$ cat src/rtl/acc_seq_ctrl.sv
// Purpose: sequenced accumulator; sums i_count unsigned 32-bit operand beats and presents sum + sticky carry.
// Latency: result valid one cycle after the last accepted beat (one cycle after start when i_count == 0).
// Backpressure: o_in_ready high only in ACCUM; result held in DONE until i_out_ready, no new start until then.
//
// Ports:
//   i_clk, i_rst_n            clock, asynchronous active-low reset
//   i_start, i_count          start request and operand count (sampled in IDLE only)
//   o_busy                    high while a job is in ACCUM or DONE
//   i_in_valid/o_in_ready     operand beat handshake, i_in_data is the operand
//   o_out_valid/i_out_ready   result handshake, o_out_sum / o_out_carry carry the result

// Team 32-bit adder: {o_c32, o_v} = i_va + i_vb + i_c0.
module Accumulator32bit (
   input  logic [31:0] i_va,
   input  logic [31:0] i_vb,
   input  logic        i_c0,
   output logic [31:0] o_v,
   output logic        o_c32
);
   logic [32:0] sum_w;

   assign sum_w = {1'b0, i_va} + {1'b0, i_vb} + {32'd0, i_c0};
   assign o_v   = sum_w[31:0];
   assign o_c32 = sum_w[32];
endmodule

module acc_seq_ctrl #(
   parameter int CNT_W = 8
) (
   input  logic             i_clk,
   input  logic             i_rst_n,
   input  logic             i_start,
   input  logic [CNT_W-1:0] i_count,
   output logic             o_busy,
   input  logic             i_in_valid,
   input  logic [31:0]      i_in_data,
   output logic             o_in_ready,
   output logic             o_out_valid,
   output logic [31:0]      o_out_sum,
   output logic             o_out_carry,
   input  logic             i_out_ready
);
   typedef enum logic [1:0] {
      S_IDLE  = 2'd0,
      S_ACCUM = 2'd1,
      S_DONE  = 2'd2
   } state_t;

   localparam logic [CNT_W-1:0] CNT_ONE  = {{(CNT_W-1){1'b0}}, 1'b1};
   localparam logic [CNT_W-1:0] CNT_ZERO = '0;

   state_t           state;
   logic [31:0]      acc;
   logic             carry_flag;
   logic [CNT_W-1:0] cnt;

   logic [31:0]      add_v;
   logic             add_c;
   logic             beat_acc;

   // Single adder instance; carry-in is tied low, the carry-out feeds the sticky flag.
   Accumulator32bit u_add (
      .i_va  (acc),
      .i_vb  (i_in_data),
      .i_c0  (1'b0),
      .o_v   (add_v),
      .o_c32 (add_c)
   );

   // o_in_ready is registered and is high exactly while in ACCUM.
   assign beat_acc = o_in_ready & i_in_valid;

   // The accumulator itself is the result register: it only moves on accepted
   // beats, so it is stable through DONE and keeps its value back in IDLE.
   assign o_out_sum   = acc;
   assign o_out_carry = carry_flag;

   always_ff @(posedge i_clk or negedge i_rst_n) begin
      if (!i_rst_n) begin
         state       <= S_IDLE;
         acc         <= 32'd0;
         carry_flag  <= 1'b0;
         cnt         <= CNT_ZERO;
         o_busy      <= 1'b0;
         o_in_ready  <= 1'b0;
         o_out_valid <= 1'b0;
      end else begin
         case (state)
            S_IDLE: begin
               if (i_start) begin
                  acc        <= 32'd0;
                  carry_flag <= 1'b0;
                  cnt        <= i_count;
                  o_busy     <= 1'b1;
                  if (i_count != CNT_ZERO) begin
                     state      <= S_ACCUM;
                     o_in_ready <= 1'b1;
                  end else begin
                     // Zero-length job goes straight to an all-zero result.
                     state       <= S_DONE;
                     o_out_valid <= 1'b1;
                  end
               end
            end

            S_ACCUM: begin
               if (beat_acc) begin
                  acc        <= add_v;
                  carry_flag <= carry_flag | add_c;
                  cnt        <= cnt - CNT_ONE;
                  if (cnt == CNT_ONE) begin
                     state       <= S_DONE;
                     o_in_ready  <= 1'b0;
                     o_out_valid <= 1'b1;
                  end
               end
            end

            S_DONE: begin
               // i_start is deliberately ignored here, even on the handshake cycle.
               if (i_out_ready) begin
                  state       <= S_IDLE;
                  o_out_valid <= 1'b0;
                  o_busy      <= 1'b0;
               end
            end

            default: begin
               state       <= S_IDLE;
               o_busy      <= 1'b0;
               o_in_ready  <= 1'b0;
               o_out_valid <= 1'b0;
            end
         endcase
      end
   end
endmodule

$ cat config.mk
export PLATFORM = sky130hd
export DESIGN_NAME = acc_seq_ctrl
export DESIGN_NICKNAME = d
export VERILOG_FILES = /design/src/rtl/acc_seq_ctrl.sv
export SDC_FILE = /design/constraint.sdc
export NUM_CORES = 1
export LEC_CHECK = 0
export CAP_MARGIN = 30
export CORE_UTILIZATION = 45
export DETAILED_ROUTE_END_ITERATION = 6
export GPL_TIMING_DRIVEN = 0
export PLACE_DENSITY_LB_ADDON = 0.1
export SYNTH_ARGS = -nofsm -noshare
export SYNTH_HDL_FRONTEND = slang
export SYNTH_HIERARCHICAL = 1
export SYNTH_SLANG_ARGS = --single-unit
$ cat constraint.sdc
create_clock -name i_clk -period 3.65 [get_ports i_clk]
set_clock_uncertainty 0.05 [all_clocks]
set_input_delay 0.5475 -clock i_clk [delete_from_list [all_inputs] [get_ports i_clk]]
set_output_delay 0.5475 -clock i_clk [all_outputs]
set_load 0.03 [all_outputs]
* Yosys cells after proc, flatten, opt, wreduce, memory -nomap -nowiden
Cells that the tools add are included.
Word-level totals: input port bits 45, logic and storage cells 58, register bits 46, output and inout bits 36
Cells by class: mux-type cells 28, equal/unequal tests 9, add/sub/neg operators 2, bitwise gates (word level) 4, reduce and logical (&&, ||, !) cells 8
Operators by type and width (count):
- 32-bit 2-to-1 mux | 2
- 32-bit one-hot mux with 2 select lines | 1
- 32-bit by 32-bit adder with 33-bit output | 1
- 8-bit 2-to-1 mux | 2
- 8-bit one-hot mux with 2 select lines | 1
- 1-bit 2-to-1 mux | 12
- 2-bit inequality test (second input constant) | 6
- 2-bit 2-to-1 mux | 5
- 5-bit AND reduction | 2
- 1-bit one-hot mux with 3 select lines | 3
- 8-bit by 1-bit equality test with 1-bit output (second input constant) | 1
- 8-bit nonzero test | 1
- 8-bit by 1-bit subtractor with 8-bit output (second input constant) | 1
- 2-bit one-hot mux with 3 select lines | 1
- 3-bit AND reduction | 2
- 4-bit AND reduction | 1
- 2-bit by 1-bit equality test with 1-bit output (second input constant) | 1
- 2-bit equality test (second input constant) | 1
- 2-bit logical NOT | 1
- 1-bit inverter | 2
- 1-bit one-hot mux with 2 select lines | 1
- 2-bit nonzero test | 1
- 1-bit AND | 1
- 1-bit bitwise OR | 1

* Logic depth before layout (Yosys ltp)
Gate-level depths: netlist of the first run.
depth in word-level cells 4, depth in mapped cells 12, gate-level depth less buffers 12

* By module
Netlist of the first run, hierarchy kept.
Modules (own cells, without submodules):
- acc_seq_ctrl | times used 1, sequential area each 1151.1 sq um, cells an instance 238, area an instance 2143.3 sq um
- Accumulator32bit | times used 1, sequential area each 0.0 sq um, cells an instance 259, area an instance 1854.3 sq um

* Worst setup path before layout of the first run
OpenSTA, ideal clock, no wires.
path type reg-to-reg, start point register acc[0], in the netlist o_out_sum[0], end point register carry_flag, in the netlist o_out_carry, arrival time 3.044 ns, buffers on the path 0, setup time 0.123 ns, slack 0.433 ns, clock period less this slack 3.217 ns, stages on the path, launching flop included 13, required time 3.477 ns, cells stage by stage dfrtp_1 -> fa_1 -> fa_1 -> a21oi_1 -> o32ai_1 -> o211ai_2 -> a21o_1 -> o21ai_2 -> a21o_1 -> a211o_1 -> and4b_1 -> o21ai_0 -> nand2_1
On the way: longest elaborated chain between the ends 4
RTL lines:
- start, declared | RTL line 53 | logic [31:0] acc;
- start signal, assigned | RTL line 108 | acc <= add_v;
- 32-bit by 32-bit adder with 33-bit output | RTL line 22 | assign sum_w = {1'b0, i_va} + {1'b0, i_vb} + {32'd0, i_c0};
- via add_c | RTL line 58 | logic add_c;
- 1-bit bitwise OR | RTL line 109 | carry_flag <= carry_flag | add_c;
- 1-bit 2-to-1 mux | RTL line 107 | if (beat_acc) begin
- 1-bit one-hot mux with 2 select lines | RTL line 88 | case (state)
- end signal, assigned | RTL line 109
- end, declared | RTL line 54 | logic carry_flag;
The timed path passes the listed nets, and every way through them passes these cells. The select of a mux whose other input is x is not followed. A chain may end at the register's enable or synchronous reset.

* Worst setup path after layout of the first run
start point input i_in_data[0], end point register carry_flag, in the netlist o_out_carry
On the way: longest elaborated chain between the ends 4
RTL lines:
- start, declared | RTL line 36 | input logic [31:0] i_in_data,
- 32-bit by 32-bit adder with 33-bit output | RTL line 22
- via add_c | RTL line 58
- 1-bit bitwise OR | RTL line 109
- 1-bit 2-to-1 mux | RTL line 107
- 1-bit one-hot mux with 2 select lines | RTL line 88
The timed path passes the listed nets, and every way through them passes these cells. The select of a mux whose other input is x is not followed.

==> metrics.md, run 1 <==
| Metric | Value |
|---|---|
| Count leader, synth | `nand2_1` |
| RD Place Congestion | `0.9087` |
| # fillers | `about 820` |
| Yosys cell types | `between 60 and 70` |
| PnR worst setup slack | `~0.23 ns` |
| Power density cells | `899.1 nW/um2` |
| CTS tree | `yes` |
| Crit path cell chain | `clkdlybuf4s50_1 > fa_2 > fa_1 > a21oi_2 > o32ai_1 > o211ai_2 > a21o_1 > o21ai_2 > a21o_1 > a211o_1 > and4b_1 > o21ai_0 > nand2_1` |
| Global Route Usage Sum | `between 20% and 30%` |
| Fin cells | `between 600 and 700` |
| Row count | `34` |
| Slew HR | `approximately 46%` |
| Fin crit period | `3.424 ns` |
| Setup violators final | `0` |
| Worst-Margin Slew | `0.7929 ns` |
| Post-synth ARST share | `100.0%` |
| Top cell family by delay on the critical path | `compound AO/OA/AOI/OAI gates` |
| Critical path's slowest cell | `clkdlybuf4s50_1` |
| Critical path required time | `between 3 and 4 ns` |
| Final slew viol count | `0` |
| Synth Instances | `approximately 500` |
| Seq/Total Area, Yosys | `28.79%` |
| DPL Wire Length | `8.049 mm` |
| RSZ-0062 raised after global routing | `no` |
| Root Buffer | `clkbuf_8` |
| Hold slack | `~0.18 ns` |
| Startpoint Class | `input pin` |
| Area share of the largest cell type after synthesis | `28.79%` |
| Mapped Avg Cell Area | `8.043 um2` |
| Lkg Pwr | `~2.4 nW` |
| Setup CP Type | `in2reg` |
| Final wirelength | `a little over 10 mm` |
| Synth Warn # | `6` |
| Clk sinks | `46` |
| N_diodes | `0` |
| Initial Util | `46.06%` |
| Via count | `3930` |
| Number of flops mapped to enable cells by yosys | `0` |
| Layout cells sized above 1 | `8.829%` |
| Footprint of the multi-input gates | `roughly 2600 um2` |
| F_max | `0.2921 GHz` |
| Mapped Nets | `577` |
| Post-Synthesis Cell Area | `3998 um2` |
| Final hold vios | `0` |
| Worst path max stage delay | `0.43 ns` |
| CTS clock-pin slew for the worst setup and hold paths | `0.10 ns` |
| Largest net degree at the start of global routing | `25` |
| GR Overflow Total | `0` |
| Critical Path Fanout Max | `4` |
| Wire per inst | `14.77 um` |
| Maximum VDD drop | `404.1 uV` |
| Status | `completed` |
| Area added between synthesis and finish | `26.76%` |
| DRC violations left | `0` |
| Port bufs | `80` |
| Cts hold-fix bufs | `0` |
| Synthesis-stage register bit count | `46` |
| Total CTS buffers | `5` |
| Vias in the first global route | `between 3k and 4k` |
| Fin crit share | `93.81%` |
| IO Pins | `81` |
| Die ar. | `approximately 9300 um2` |
| Total area of sequential cells | `1151 um2` |
| Drt first-iter violations | `189` |
| Commonest cells in the synthesized netlist | `94 x nand2_1, 46 x dfrtp_1, 44 x a21oi_1` |
| DR vias/cell | `approximately 5.6` |
| Arrival @ worst endpoint | `about 3.6 ns` |
| Clock Latency Late Sink | `about 0.31 ns` |
| Synth top area cells | `dfrtp_1 29%, ha_1 10%, nand2_1 8.8%` |
| Bufs and invs on worst path | `1` |
| Die Height | `96.25 um` |
| DP Worst Slack | `-0.3343 ns` |
| Hold Crit Class | `in2async` |
| Crit. End Element | `flop` |
| Area leader, netlist | `dfrtp_1` |
| DRT Pass-1 Iters | `5` |
| Post-route ant nets | `0` |
| First-pass GRT wire length | `16.61 mm` |
| Placed Cells | `686` |
| Clock Tree Buf Depth | `2` |
| Max-cap violations | `0` |
| Die Span X | `96.25 um` |
| Total Nets Final | `around 670` |
| Core box area | `approximately 8700 um2` |
| Initial antenna violation count | `0` |
| Most Frequent Cell on Critical Path | `a21o_1` |
| Top FF cell, synth | `dfrtp_1` |
| H-tree Lvls | `2` |
-- routing by layer --
| metal | routed length [um] | global-route usage, % |
|---|---|---|
| met4 | 108 | 4.851 |
| met2 | 4895 | 37.94 |
| met1 | 4808 | 31.71 |
| met5 | 0 | 0 |
| met3 | 485 | 2.765 |
-- layout make-up --
| class | count | share of cell area (%) |
|---|---|---|
| multi-input cells | 416 | 52.25 |
| flip-flops and latches | 46 | 22.72 |
| repair buffers | 84 | 16.54 |
| plain buffers | 22 | 3.086 |
| well taps | 108 | 2.667 |
| clock buffers | 5 | 1.358 |
| inverters | 13 | 0.9630 |
| clock inverters | 3 | 0.4198 |
-- flip-flops by register name, indices dropped and copies added, names as in the netlist --
register     count
cnt              8
o_busy           1
o_in_ready       1
o_out_carry      1
o_out_sum       32
o_out_valid      1
state            2
-- power breakdown --
part	switching, mW	leakage, nW	internal (mW)
Clock	0.189	0.0441	0.135
Sequential	0.211	0.559	0.751
Combinational	1.90	1.75	1.37
Total	2.30	2.35	2.25
-- placed cells by master, fill, tap and decap left out, types with 12 or more instances in the layout --
cell type,count
nand2_1,94
clkdlybuf4s50_1,79
dfrtp_1,46
a21oi_1,43
nand3_1,37
ha_1,33
nor2_1,29
o21ai_0,23
xor2_1,15
a21o_1,13
inv_1,12
o21ai_1,12
-- kinds of logic after synthesis --
family | after synthesis | synth area share [%]
XOR/XNOR | 25 | 5.477
other | 1 | 0.09381
AO/OA/AOI/OAI | 141 | 23.16
flip-flops | 46 | 28.79
multiplexers | 2 | 0.5008
AND/OR/NAND/NOR | 212 | 25.51
adder cells (fa/ha/maj) | 35 | 11.33
buffers and inverters | 35 | 5.133
-- metrics by stage --
| stage | total power, mW | utilization, % | cell area [um2] | setup TNS (ns) |
|---|---|---|---|---|
| 6_report | 4.556 | 58.39 | 5067 | 0 |
| 5_1_grt | 4.974 | 58.39 | 5067 | 0 |
| 4_1_cts | 4.544 | 58.15 | 5046 | 0 |
| 3_5_place_dp | 4.195 | 57.02 | 4949 | -0.4560 |
| 3_3_place_gp | 4.141 | 56.85 | 4933 | -0.4451 |
| 2_1_floorplan | 3.293 | - | 3998 | 0 |
-- path summary, 6_finish.rpt --
| kind | slack, ns | endpoint | depth (start not counted) | startpoint |
|---|---|---|---|---|
| worst max-delay path | 0.23 | o_out_carry | 13 | i_in_data[0] |
| worst min-delay path | 0.18 | o_out_sum[17] | 1 | i_rst_n |
| worst max register to register | 0.45 | o_out_carry | 12 | o_out_sum[0] |
| worst min register to register | 0.44 | o_out_valid | 2 | o_out_valid |
| max in group asynchronous | 2.84 | o_out_sum[4] | 2 | i_rst_n |
| min in group i_clk | 0.44 | o_out_valid | 2 | o_out_valid |
-- what timing repair did --
action / 4_1_cts / 5_1_grt
pin swaps: 1 / 1
gates resized for setup: 0 / 2
endpoints found under the setup margin: 1 / 2
buffers inserted: 1 / 2
No activity file was read; power rests on OpenSTA's default activity.
==> run 2, diff against run 1 <==
- HOLD_SLACK_MARGIN: default -> 0.15
- SETUP_SLACK_MARGIN: default -> 0.02
==> results of run 2 <==
The final DEF is identical to that of run 1; final timing and power are the same.
